### src/rtl/seq_alu_core_if.sv
`default_nettype none
// ============================================================================
// Module   : seq_alu_core_if
// Purpose  : Request/response bundle between the operand registers, the
//            sequential ALU and the result bus.
//            master : operand/request side (drives start, sel, a, b)
//            slave  : the ALU core (drives busy, done, results, ovf)
// Signals  : start, sel[1:0], a[WIDTH-1:0], b[WIDTH-1:0]   -> toward core
//            busy, done, result_hi, result_lo, ovf         <- from core
//            zero, neg (only when ALU_FLAGS_EN is defined)  <- from core
// Macro    : ALU_FLAGS_EN adds the zero/neg status flags.
// Revision : 1.0 - initial release
// ============================================================================
interface seq_alu_core_if #(
  parameter int WIDTH = 8
);
  logic             start;
  logic [1:0]       sel;
  logic [WIDTH-1:0] a;
  logic [WIDTH-1:0] b;
  logic             busy;
  logic             done;
  logic [WIDTH-1:0] result_hi;
  logic [WIDTH-1:0] result_lo;
  logic             ovf;
`ifdef ALU_FLAGS_EN
  logic             zero;
  logic             neg;

  modport master (output start, sel, a, b,
                  input  busy, done, result_hi, result_lo, ovf, zero, neg);
  modport slave  (input  start, sel, a, b,
                  output busy, done, result_hi, result_lo, ovf, zero, neg);
`else
  modport master (output start, sel, a, b,
                  input  busy, done, result_hi, result_lo, ovf);
  modport slave  (input  start, sel, a, b,
                  output busy, done, result_hi, result_lo, ovf);
`endif
endinterface
`default_nettype wire

### src/rtl/seq_alu_core.sv
`default_nettype none
// ============================================================================
// Module   : seq_alu_core
// Purpose  : Parametrised sequential ALU (add, sub, signed Booth radix-2
//            multiply, unsigned non-restoring divide) with a start/busy/done
//            handshake. Datapath and one-hot controller in one block.
// Ports    : clk    - system clock, rising edge
//            rst_n  - asynchronous active-low reset
//            bus    - seq_alu_core_if.slave (start, sel, a, b in;
//                     busy, done, result_hi, result_lo, ovf out)
// Macro    : ALU_FLAGS_EN adds zero/neg status outputs on the interface.
// Revision : 1.0 - initial release
// ============================================================================
module seq_alu_core #(
  parameter int WIDTH = 8
) (
  input  wire logic     clk,
  input  wire logic     rst_n,
  seq_alu_core_if.slave bus
);

  localparam int CNT_W = $clog2(WIDTH);

  typedef enum logic [6:0] {
    S_IDLE     = 7'b0000001,
    S_LOAD     = 7'b0000010,
    S_ADDSUB   = 7'b0000100,
    S_MUL_STEP = 7'b0001000,
    S_DIV_STEP = 7'b0010000,
    S_DIV_CORR = 7'b0100000,
    S_DONE     = 7'b1000000
  } state_t;

  state_t           r_state;
  state_t           w_state_nxt;
  logic             w_busy;
  logic             w_done;

  // Captured request
  logic [WIDTH-1:0] r_a;
  logic [WIDTH-1:0] r_b;
  logic [1:0]       r_sel;

  // Iterative datapath: A carries one extra sign bit for both algorithms
  logic [WIDTH:0]   r_acc;
  logic [WIDTH-1:0] r_q;
  logic [WIDTH:0]   r_m;
  logic             r_qm1;
  logic [CNT_W-1:0] r_cnt;

  // Result registers, written only on entry to DONE
  logic [WIDTH-1:0] r_res_hi;
  logic [WIDTH-1:0] r_res_lo;
  logic             r_ovf;
`ifdef ALU_FLAGS_EN
  logic             r_zero;
  logic             r_neg;
`endif

  logic             w_last;
  logic             w_div_zero;
  logic [WIDTH-1:0] w_addsub;
  logic             w_addsub_ovf;
  logic [WIDTH:0]   w_booth;
  logic [WIDTH:0]   w_mul_acc;
  logic [WIDTH-1:0] w_mul_q;
  logic [WIDTH:0]   w_div_sh;
  logic [WIDTH:0]   w_div_acc;
  logic [WIDTH-1:0] w_div_q;
  logic [WIDTH:0]   w_corr;

  // Exit at WIDTH-1 so the counter never needs to hold WIDTH
  assign w_last     = (r_cnt == CNT_W'(WIDTH - 1));
  assign w_div_zero = (r_sel == 2'b11) && (r_b == '0);

  // Add/sub with two's-complement overflow detection
  assign w_addsub     = r_sel[0] ? (r_a - r_b) : (r_a + r_b);
  assign w_addsub_ovf = r_sel[0]
      ? ((r_a[WIDTH-1] != r_b[WIDTH-1]) && (w_addsub[WIDTH-1] != r_a[WIDTH-1]))
      : ((r_a[WIDTH-1] == r_b[WIDTH-1]) && (w_addsub[WIDTH-1] != r_a[WIDTH-1]));

  // Booth step: 10 -> subtract M, 01 -> add M, then arithmetic shift right of
  // {A,Q,q_min1}. The extra A bit keeps -2^(W-1) * -2^(W-1) from overflowing.
  always_comb begin
    w_booth = r_acc;
    if (r_q[0] && !r_qm1)
      w_booth = r_acc - r_m;
    else if (!r_q[0] && r_qm1)
      w_booth = r_acc + r_m;
  end
  assign w_mul_acc = {w_booth[WIDTH], w_booth[WIDTH:1]};
  assign w_mul_q   = {w_booth[0], r_q[WIDTH-1:1]};

  // Non-restoring step: shift {A,Q} left, then add or subtract M depending on
  // the sign of A before the shift. The top bit lost in the shift is
  // recovered by the modular add/sub since the true remainder fits.
  assign w_div_sh  = {r_acc[WIDTH-1:0], r_q[WIDTH-1]};
  assign w_div_acc = r_acc[WIDTH] ? (w_div_sh + r_m) : (w_div_sh - r_m);
  assign w_div_q   = {r_q[WIDTH-2:0], ~w_div_acc[WIDTH]};
  assign w_corr    = r_acc[WIDTH] ? (r_acc + r_m) : r_acc;

  // State register
  always_ff @(posedge clk or negedge rst_n) begin
    if (!rst_n)
      r_state <= S_IDLE;
    else
      r_state <= w_state_nxt;
  end

  // Next state and handshake outputs
  always_comb begin
    w_state_nxt = r_state;
    w_busy      = 1'b1;
    w_done      = 1'b0;
    case (r_state)
      S_IDLE: begin
        w_busy = 1'b0;
        if (bus.start)
          w_state_nxt = S_LOAD;
      end
      S_LOAD: begin
        if (!r_sel[1])
          w_state_nxt = S_ADDSUB;
        else if (!r_sel[0])
          w_state_nxt = S_MUL_STEP;
        else if (w_div_zero)
          w_state_nxt = S_DONE;
        else
          w_state_nxt = S_DIV_STEP;
      end
      S_ADDSUB:   w_state_nxt = S_DONE;
      S_MUL_STEP: if (w_last) w_state_nxt = S_DONE;
      S_DIV_STEP: if (w_last) w_state_nxt = S_DIV_CORR;
      S_DIV_CORR: w_state_nxt = S_DONE;
      S_DONE: begin
        w_busy      = 1'b0;
        w_done      = 1'b1;
        w_state_nxt = S_IDLE;
      end
      default: begin
        w_busy      = 1'b0;
        w_state_nxt = S_IDLE;
      end
    endcase
  end

  // Datapath and result registers
  always_ff @(posedge clk or negedge rst_n) begin
    if (!rst_n) begin
      r_a      <= '0;
      r_b      <= '0;
      r_sel    <= '0;
      r_acc    <= '0;
      r_q      <= '0;
      r_m      <= '0;
      r_qm1    <= 1'b0;
      r_cnt    <= '0;
      r_res_hi <= '0;
      r_res_lo <= '0;
      r_ovf    <= 1'b0;
`ifdef ALU_FLAGS_EN
      r_zero   <= 1'b0;
      r_neg    <= 1'b0;
`endif
    end else begin
      case (r_state)
        S_IDLE: begin
          if (bus.start) begin
            r_a   <= bus.a;
            r_b   <= bus.b;
            r_sel <= bus.sel;
          end
        end
        S_LOAD: begin
          r_acc <= '0;
          r_q   <= r_a;
          // Divisor is unsigned, multiplier operand is signed
          r_m   <= r_sel[0] ? {1'b0, r_b} : {r_b[WIDTH-1], r_b};
          r_qm1 <= 1'b0;
          r_cnt <= '0;
          if (w_div_zero) begin
            r_res_hi <= r_a;
            r_res_lo <= '1;
            r_ovf    <= 1'b1;
`ifdef ALU_FLAGS_EN
            r_zero   <= 1'b0;
            r_neg    <= 1'b0;
`endif
          end
        end
        S_ADDSUB: begin
          r_res_hi <= '0;
          r_res_lo <= w_addsub;
          r_ovf    <= w_addsub_ovf;
`ifdef ALU_FLAGS_EN
          r_zero   <= (w_addsub == '0);
          r_neg    <= w_addsub[WIDTH-1];
`endif
        end
        S_MUL_STEP: begin
          r_acc <= w_mul_acc;
          r_q   <= w_mul_q;
          r_qm1 <= r_q[0];
          r_cnt <= r_cnt + CNT_W'(1);
          if (w_last) begin
            r_res_hi <= w_mul_acc[WIDTH-1:0];
            r_res_lo <= w_mul_q;
            r_ovf    <= 1'b0;
`ifdef ALU_FLAGS_EN
            r_zero   <= ({w_mul_acc[WIDTH-1:0], w_mul_q} == '0);
            r_neg    <= w_mul_acc[WIDTH-1];
`endif
          end
        end
        S_DIV_STEP: begin
          r_acc <= w_div_acc;
          r_q   <= w_div_q;
          r_cnt <= r_cnt + CNT_W'(1);
        end
        S_DIV_CORR: begin
          r_acc    <= w_corr;
          r_res_hi <= w_corr[WIDTH-1:0];
          r_res_lo <= r_q;
          r_ovf    <= 1'b0;
`ifdef ALU_FLAGS_EN
          r_zero   <= (r_q == '0);
          r_neg    <= 1'b0;
`endif
        end
        default: ;
      endcase
    end
  end

  assign bus.busy      = w_busy;
  assign bus.done      = w_done;
  assign bus.result_hi = r_res_hi;
  assign bus.result_lo = r_res_lo;
  assign bus.ovf       = r_ovf;
`ifdef ALU_FLAGS_EN
  assign bus.zero      = r_zero;
  assign bus.neg       = r_neg;
`endif

endmodule
`default_nettype wire

### src/flat_wrapper.sv
// flat-port wrapper written by rule: the top's interface ports become plain ports
module seq_alu_core_flat 
#(
  parameter int WIDTH = 8
)
  (clk, rst_n, bus_start, bus_sel, bus_a, bus_b, bus_busy, bus_done, bus_result_hi, bus_result_lo, bus_ovf);
  seq_alu_core_if #(.WIDTH(WIDTH)) bus_i ();
  input  wire logic clk;
  input  wire logic rst_n;
  input wire logic [$bits(bus_i.start)-1:0] bus_start;
  input wire logic [$bits(bus_i.sel)-1:0] bus_sel;
  input wire logic [$bits(bus_i.a)-1:0] bus_a;
  input wire logic [$bits(bus_i.b)-1:0] bus_b;
  output wire logic [$bits(bus_i.busy)-1:0] bus_busy;
  output wire logic [$bits(bus_i.done)-1:0] bus_done;
  output wire logic [$bits(bus_i.result_hi)-1:0] bus_result_hi;
  output wire logic [$bits(bus_i.result_lo)-1:0] bus_result_lo;
  output wire logic [$bits(bus_i.ovf)-1:0] bus_ovf;
  assign bus_i.start = bus_start;
  assign bus_i.sel = bus_sel;
  assign bus_i.a = bus_a;
  assign bus_i.b = bus_b;
  assign bus_busy = bus_i.busy;
  assign bus_done = bus_i.done;
  assign bus_result_hi = bus_i.result_hi;
  assign bus_result_lo = bus_i.result_lo;
  assign bus_ovf = bus_i.ovf;
  seq_alu_core #(.WIDTH(WIDTH)) u_core (.clk(clk), .rst_n(rst_n), .bus(bus_i));
endmodule
### config.mk
export PLATFORM = sky130hd
export DESIGN_NAME = seq_alu_core_flat
export DESIGN_NICKNAME = d
export VERILOG_FILES = /design/src/rtl/seq_alu_core_if.sv /design/src/rtl/seq_alu_core.sv /design/src/flat_wrapper.sv
export SDC_FILE = /design/constraint.sdc
export NUM_CORES = 1
export LEC_CHECK = 0
export ABC_AREA = 1
export CORE_ASPECT_RATIO = 0.8
export CORE_MARGIN = 3
export CORE_UTILIZATION = 40
export CTS_CLUSTER_DIAMETER = 100
export DETAILED_ROUTE_END_ITERATION = 7
export HOLD_SLACK_MARGIN = 0.05
export SLEW_MARGIN = 20
export SYNTH_ARGS = -nofsm -noshare
export SYNTH_HDL_FRONTEND = slang
export SYNTH_SLANG_ARGS = --single-unit
### constraint.sdc
create_clock -name clk -period 2.7 [get_ports clk]
set_input_delay 0.27 -clock clk [delete_from_list [all_inputs] [get_ports clk]]
set_output_delay 0.27 -clock clk [all_outputs]
set_load 0.02 [all_outputs]
==> run metrics, run 1 <==
global-route wire length before repair 27030 µm; CP arrival 2.31 ns; syn nets 836; Post-synth ARST share 100.0%; hold_buf cts 0; DR DRC count 0; Final TNS setup 0 ns; antenna fix cells 0; relative slew slack a little under two fifths; hpwl dp 13620 µm; # clock sinks around 70; initial core utilization 41.65%; Leak approximately 3.1 nW; period utilization 95.58%; most common cell after layout, fill and taps aside nand2_1; f_max about 390 MHz; synthesized area 5438 µm²; largest net degree at the start of global routing 73; Placeable Area 13060 µm²; DRT iter0 DRCs 550; die height 110.3 µm; worst vdd ir between 0.0005 and 0.0006 V; Unique masters post-synth 47; number of global-route vias before repair 4991; FP Rows 37; post-route ant nets 0; Crit Path Max Fanout 11; kind of critical path register to output pin; setup bufs post-CTS 0; Buffers on Ports 39; Ports 40; H-tree depth 3; Total Routed Length 17310 µm; CP max-delay cell clkdlybuf4s50_1; die area 15040 µm²; unrepaired setup endpoints after global routing true; Tmin final roughly 2.6 ns; status finished clean; design area 6349 µm²; Root Buffer clkbuf_16; routability cong. 0.9092; post-CTS sizing 0; GRT Overall Usage 23.59%; most frequent cells in the layout nand2_1, inv_1, nand3_1, o21ai_0, dfrtp_1; Placed Area around 6000 µm²; wire length per cell about 17 µm; Hold/Removal Path Class input pin to async pin; 1st-pass router iterations 5; Avg Inst Size Synth about 7 µm²; critical path required time 2.43 ns; Startpoint Class register; Pwr Total between 0.008 and 0.009 W; vias per inst 5.414; Area Growth Syn to Fin 16.75%; Final Hold Viols 0; Num CTS Buffers 9; Setup WS post-layout 0.1193 ns; Worst Setup End Kind output pin; post-synthesis cell count 776; Layout Nets 881; CP delay by family, top buffers and inverters; Max Buffers Root-to-Sink 2; GRT overflow 0; Worst-path clk slew roughly 0.06 ns; slowest stage delay, CP around 0.60 ns; multi-input logic area 3132 µm²; fillcell total between 1000 and 1500; Cell Pwr Density roughly 1400 nW/µm²; FF/Latch Area around 1800 µm²; setup violators final 0; post-synthesis sequential area ratio 33.16%; ratio of cells with drive above 1 in the final layout 8.000%; Die Wd 136.4 µm; register bit total from synthesis 72; initial antenna violation count 0; CP bufs+invs 3; Layout Skew 0.005792 ns; ys flop type dfrtp_1; routed vias around 5400; CTS tree yes; worst-margin pin slew 0.9286 ns; cell chain of the critical path nor2_4 > nand4_2 > inv_2 > nor2_4 > inv_2 > nor3_4 > nand2_1 > clkdlybuf4s50_1; Pins Over Slew Limit 0; later-pin clock latency in the skew report ~0.33 ns; Post-synth EDFFs 0; Max-Cap Viols 0; dpl ws around 0.069 ns; total number of yosys warnings 0
==> worst register-to-register path: cells and delay by family, from the launching register on <==
| kind | cells | cell delay (ns) |
|---|---|---|
| AOI/OAI and AO/OA | 1 | 0.15 |
| adders and majority gates | 1 | 0.47 |
| buffers and inverters | 2 | 0.36 |
| DFF | 1 | 0.49 |
| and+or+nand+nor | 9 | 0.93 |
==> report_power, final <==
| group | internal [W] | switching (W) | total, W |
|---|---|---|---|
| Clock | 0.000612 | 0.000452 | 0.00106 |
| Sequential | 0.00154 | 0.000499 | 0.00204 |
| Combinational | 0.00202 | 0.00364 | 0.00566 |
==> path summary, 6_finish.rpt <==
check	startpoint	endpoint	slack, ns	depth (start not counted)
max reg2reg	u_core.r_m[3]	u_core.bus.result_hi[7]	0.20	13
max	u_core.r_state[2]	bus_busy	0.12	8
max in group asynchronous	rst_n	u_core.r_a[6]	2.02	1
min reg2reg	u_core.r_sel[1]	u_core.r_state[2]	0.45	1
min in group clk	u_core.r_sel[1]	u_core.r_state[2]	0.45	1
min	rst_n	u_core.r_acc[3]	0.08	1
==> area by class of cell <==
| cell class | count | share of cell area (%) |
|---|---|---|
| tap | 175 | 3.449 |
| clock inverter | 4 | 0.3547 |
| sequential | 72 | 28.40 |
| clock buffer | 11 | 3.666 |
| timing repair buffer | 52 | 7.647 |
| inverter | 121 | 7.154 |
| multi-input combinational | 565 | 49.33 |
==> synth_stat cells, types with 3 or more instances <==
library cell,n,area share (%)
ha_1,35,8.1
nand4_1,15,1.7
or2_2,3,0.35
nand2_1,165,11
inv_1,112,7.7
nand3_1,74,6.8
nor2_4,4,0.83
dfrtp_1,71,33
nand3b_1,3,0.41
a21oi_1,56,5.2
nand2_2,4,0.46
o22ai_1,6,0.69
o21ai_0,76,7.0
or2_0,3,0.35
nor2_1,65,4.5
fa_1,4,1.5
nor2_2,4,0.46
clkbuf_1,12,0.83
nor3_1,7,0.64
inv_2,7,0.48
o211ai_1,3,0.41
xor2_1,14,2.3
==> sequential cells by signal, indices dropped and copies added (netlist names) <==
signal,cells
u_core.r_m,9
u_core.bus.result_lo,8
u_core.r_sel,2
u_core.r_state,7
u_core.r_b,8
u_core.bus.ovf,1
u_core.r_qm1,1
u_core.r_acc,9
u_core.r_a,8
u_core.r_cnt,3
u_core.bus.result_hi,8
u_core.r_q,8
==> kinds of logic (layout without fill, tap and decap cells) <==
family | after synthesis | count (layout) | synth area share [%]
XOR/XNOR | 16 | 16 | 2.577
flip-flops | 72 | 72 | 33.16
adder cells (fa/ha/maj) | 39 | 39 | 9.526
AO/OA/AOI/OAI | 155 | 155 | 15.21
AND/OR/NAND/NOR | 355 | 355 | 29.52
buffers and inverters | 139 | 188 | 10.01
==> metal layers <==
layer	global-route usage, %	share of wire [%]
met5	0	0
met3	5.626	7.9
met2	33.36	41
met1	36.20	50
met4	5.180	1.1
==> metrics by stage <==
stage / hold WS, ns / cells / util [%]
finish: 0.07572 / 1000 / 48.63
global route: 0.1462 / 1000 / 48.63
CTS: 0.1055 / 1000 / 48.31
detailed placement: 0.4418 / 985 / 46.36
global placement: 0.4341 / 985 / 46.36
floorplan: -0.02559 / 776 / -
(Power assumes the default switching activity.)
==> run 2: changes to the inputs <==
--- a/config.mk
+++ b/config.mk
@@ -6,7 +6,6 @@
 export NUM_CORES = 1
 export LEC_CHECK = 0
 export ABC_AREA = 1
-export CORE_ASPECT_RATIO = 0.8
 export CORE_MARGIN = 3
 export CORE_UTILIZATION = 40
 export CTS_CLUSTER_DIAMETER = 100
==> constraint.sdc (replaced) <==
create_clock -name clk -period 2.2 [get_ports clk]
set_input_delay 0.22 -clock clk [delete_from_list [all_inputs] [get_ports clk]]
set_output_delay 0.22 -clock clk [all_outputs]
set_load 0.02 [all_outputs]
==> run metrics, run 2 (same netlist as run 1, synthesis figures left out) <==
status complete, but fails checks; failing checks setup timing; GRT overflow 0 (unchanged); Worst-path clk slew 0.06 ns (about the same); hpwl dp 13520 µm (-0.73%); dpl ws -0.2883 ns (-0.3571 ns); NetSw 0.006889 W (+50%); Switching Share 49.93% (-2.5 points); Startpoint Class register; later-pin clock latency in the skew report 0.35 ns (+0.02 ns); Placeable Area 12930 µm² (-0.98%); Cell Pwr Density 1832 nW/µm² (+33%); most frequent cells in the layout nand2_1, inv_1, buf_4, dfrtp_1, o21ai_0; antenna fix cells 0 (unchanged); Worst Setup End Kind register; Regs by FF count u_core.r_acc (9), u_core.r_m (9); number of global-route vias before repair 5558 (+11%); cell chain of the critical path inv_2 > ha_4 > nand3_4 > nor2_4 > inv_2 > o21ai_2 > xor2_1 > inv_1 > ha_4 > a21oi_4 > nand2_4 > a21oi_4 > nand3_2 > nand3_2 > nand3_1 > a21oi_1; GRT Overall Usage 23.79% (+0.20 points); ratio of cells with drive above 1 in the final layout 29.79% (+22 points); fillcell total 1168 (-12%); DRT iter0 DRCs 629 (+14%); Total Routed Length 18000 µm (+4.0%); routability cong. 0.9510 (+4.6%); largest net degree at the start of global routing 48 (-34%); # clock sinks 72 (unchanged); Final Hold Viols 0 (unchanged); P_int 0.006907 W (+66%); Clock Power Share 10.2% (-1.9 points); wire length per cell 16.75 µm (-3.3%); 1st-pass router iterations 5 (unchanged); vias per inst 5.354 (-1.1%); critical path required time 2.46 ns (+0.03 ns); Placed Area 6534 µm² (+8.0%); Max Buffers Root-to-Sink 2 (unchanged); unrepaired setup endpoints after global routing true; routed vias 5756 (+6.3%); period utilization 113.8%; H-tree depth 3 (unchanged); relative slew slack 59.68% (+22 points); Setup WS post-layout -0.3031 ns (-0.4224 ns); slowest stage delay, CP 0.40 ns (-0.20 ns); met3 usage 5.023% (-0.60 points); Layout Nets 958 (+8.7%); CTS tree yes; sequential power share 17.9% (-5.3 points); FP Rows 41 (+11%); f_max 399.5 MHz; Num CTS Buffers 9 (unchanged); busiest grt layer met2; die area 15030 µm² (about the same); kind of critical path register to register; Ports 40 (unchanged); Hold/Removal Path Class input pin to async pin; Max-Cap Viols 0 (unchanged); routing usage on met1 30.32% (-5.9 points); Root Buffer clkbuf_16; Combinational Power Share 71.9% (+7.3 points); Tmin final 2.503 ns; CP arrival 2.77 ns (+0.46 ns); Layout Skew 0.007103 ns (+0.001311 ns); die height 122.6 µm (+11%); CP max-delay cell dfrtp_1; post-route ant nets 0 (unchanged); initial core utilization 42.06% (+0.41 points); Leak 3.586 nW (+16%); Die Wd 122.6 µm (-10%); Pins Over Slew Limit 0 (unchanged); DR DRC count 0 (unchanged); worst-margin pin slew 0.6048 ns (-0.3238 ns); Buffers on Ports 39 (unchanged); initial antenna violation count 0 (unchanged); worst vdd ir 0.001102 V (+110%); most common cell after layout, fill and taps aside nand2_1; setup violators final 8 (+8); design area 7531 µm² (+19%); global-route wire length before repair 27540 µm (+1.9%); Crit Path Max Fanout 3 (-8); Area Growth Syn to Fin 38.50%; M2 GR Usage 39.16% (+5.8 points)
==> run 2: cell count changes in the layout (fill, tap and decap cells not counted), sizes merged <==
| cell | before | now |
|---|---|---|
| buf | 14 | 90 |
| clkbuf | 11 | 13 |
| clkdlybuf4s50 | 38 | 36 |
| clkinv | 5 | 4 |
| clkinvlp | 1 | 2 |
| dlygate4sd2 | 0 | 1 |
| dlygate4sd3 | 0 | 1 |
| dlymetal6s2s | 0 | 1 |
| inv | 119 | 118 |
==> run 2: worst max-delay path: cells and delay by family, from the launching register on <==
family          cells  cell delay (ns)
flops               1             0.40
fa+ha+maj           2             0.41
simple gates        6             0.55
xor+xnor            1             0.22
buf+inv             3             0.23
compound gates      4             0.60
==> run 2: worst paths after layout <==
check / start / to / slack (ns) / depth (start not counted)
setup / recovery: u_core.r_b[1] / u_core.bus.ovf / -0.30 / 16
hold / removal: rst_n / u_core.r_a[2] / 0.41 / 2
setup reg to reg: u_core.r_b[1] / u_core.bus.ovf / -0.30 / 16
hold reg to reg: u_core.r_sel[1] / u_core.r_state[2] / 0.46 / 1
max in group asynchronous: rst_n / u_core.r_state[0] / 1.10 / 3
min in group clk: bus_b[7] / u_core.r_b[7] / 0.41 / 3
==> run 2: per-stage QoR <==
| stage | hold WS [ns] | instances | TNS, ns | total power [W] | util [%] |
|---|---|---|---|---|---|
| after global routing | 0.4175 | 1075 | -2.563 | 0.01487 | 58.26 |
| after floorplan | -0.07559 | 776 | -0.02685 | 0.007281 | - |
| after global placement | 0.2679 | 1041 | -0.6775 | 0.009942 | 50.54 |
| after CTS | 0.4031 | 1066 | -0.4102 | 0.01231 | 54.61 |
| final | 0.4104 | 1075 | -0.8273 | 0.01380 | 58.26 |
| after detailed placement | 0.2669 | 1041 | -1.555 | 0.01016 | 50.54 |
==> run 2: layer usage <==
metal,vias to the layer above,share of wire [%]
met5,-,0
met4,0,4.4
met3,56,6.0
met2,220,47
met1,2685,42
li1,2795,-
==> run 2: what timing repair did <==
| action | in CTS | in global routing |
|---|---|---|
| pin swaps | 37 | 68 |
| gates resized for setup | 59 | 108 |
| setup buffers | 8 | 12 |
| endpoints found under the hold margin | 44 | 0 |
| hold buffers | 1 | 0 |
| setup endpoints to repair | 17 | 43 |
==> run 2: area by class of cell <==
class                           count  area [µm²]  area share [%]
Clock inverter                      3       15.01          0.1994
Inverter                          121       465.4           6.180
Multi-Input combinational cell    565        3660           48.60
Timing Repair Buffer              129        1101           14.62
Clock buffer                       13       270.3           3.589
Sequential cell                    72        1804           23.96
Tap cell                          172       215.2           2.858
==> run 2: power by group through the flow <==
| stage | clock, W | combinational (W) | sequential [W] |
|---|---|---|---|
| finish | 0.00140 | 0.00992 | 0.00248 |
| global route | 0.00150 | 0.0108 | 0.00253 |
| CTS | 0.00143 | 0.00846 | 0.00242 |
| detailed placement | 0 | 0.00774 | 0.00242 |
| global placement | 0 | 0.00754 | 0.00240 |
| floorplan | 0 | 0.00483 | 0.00245 |
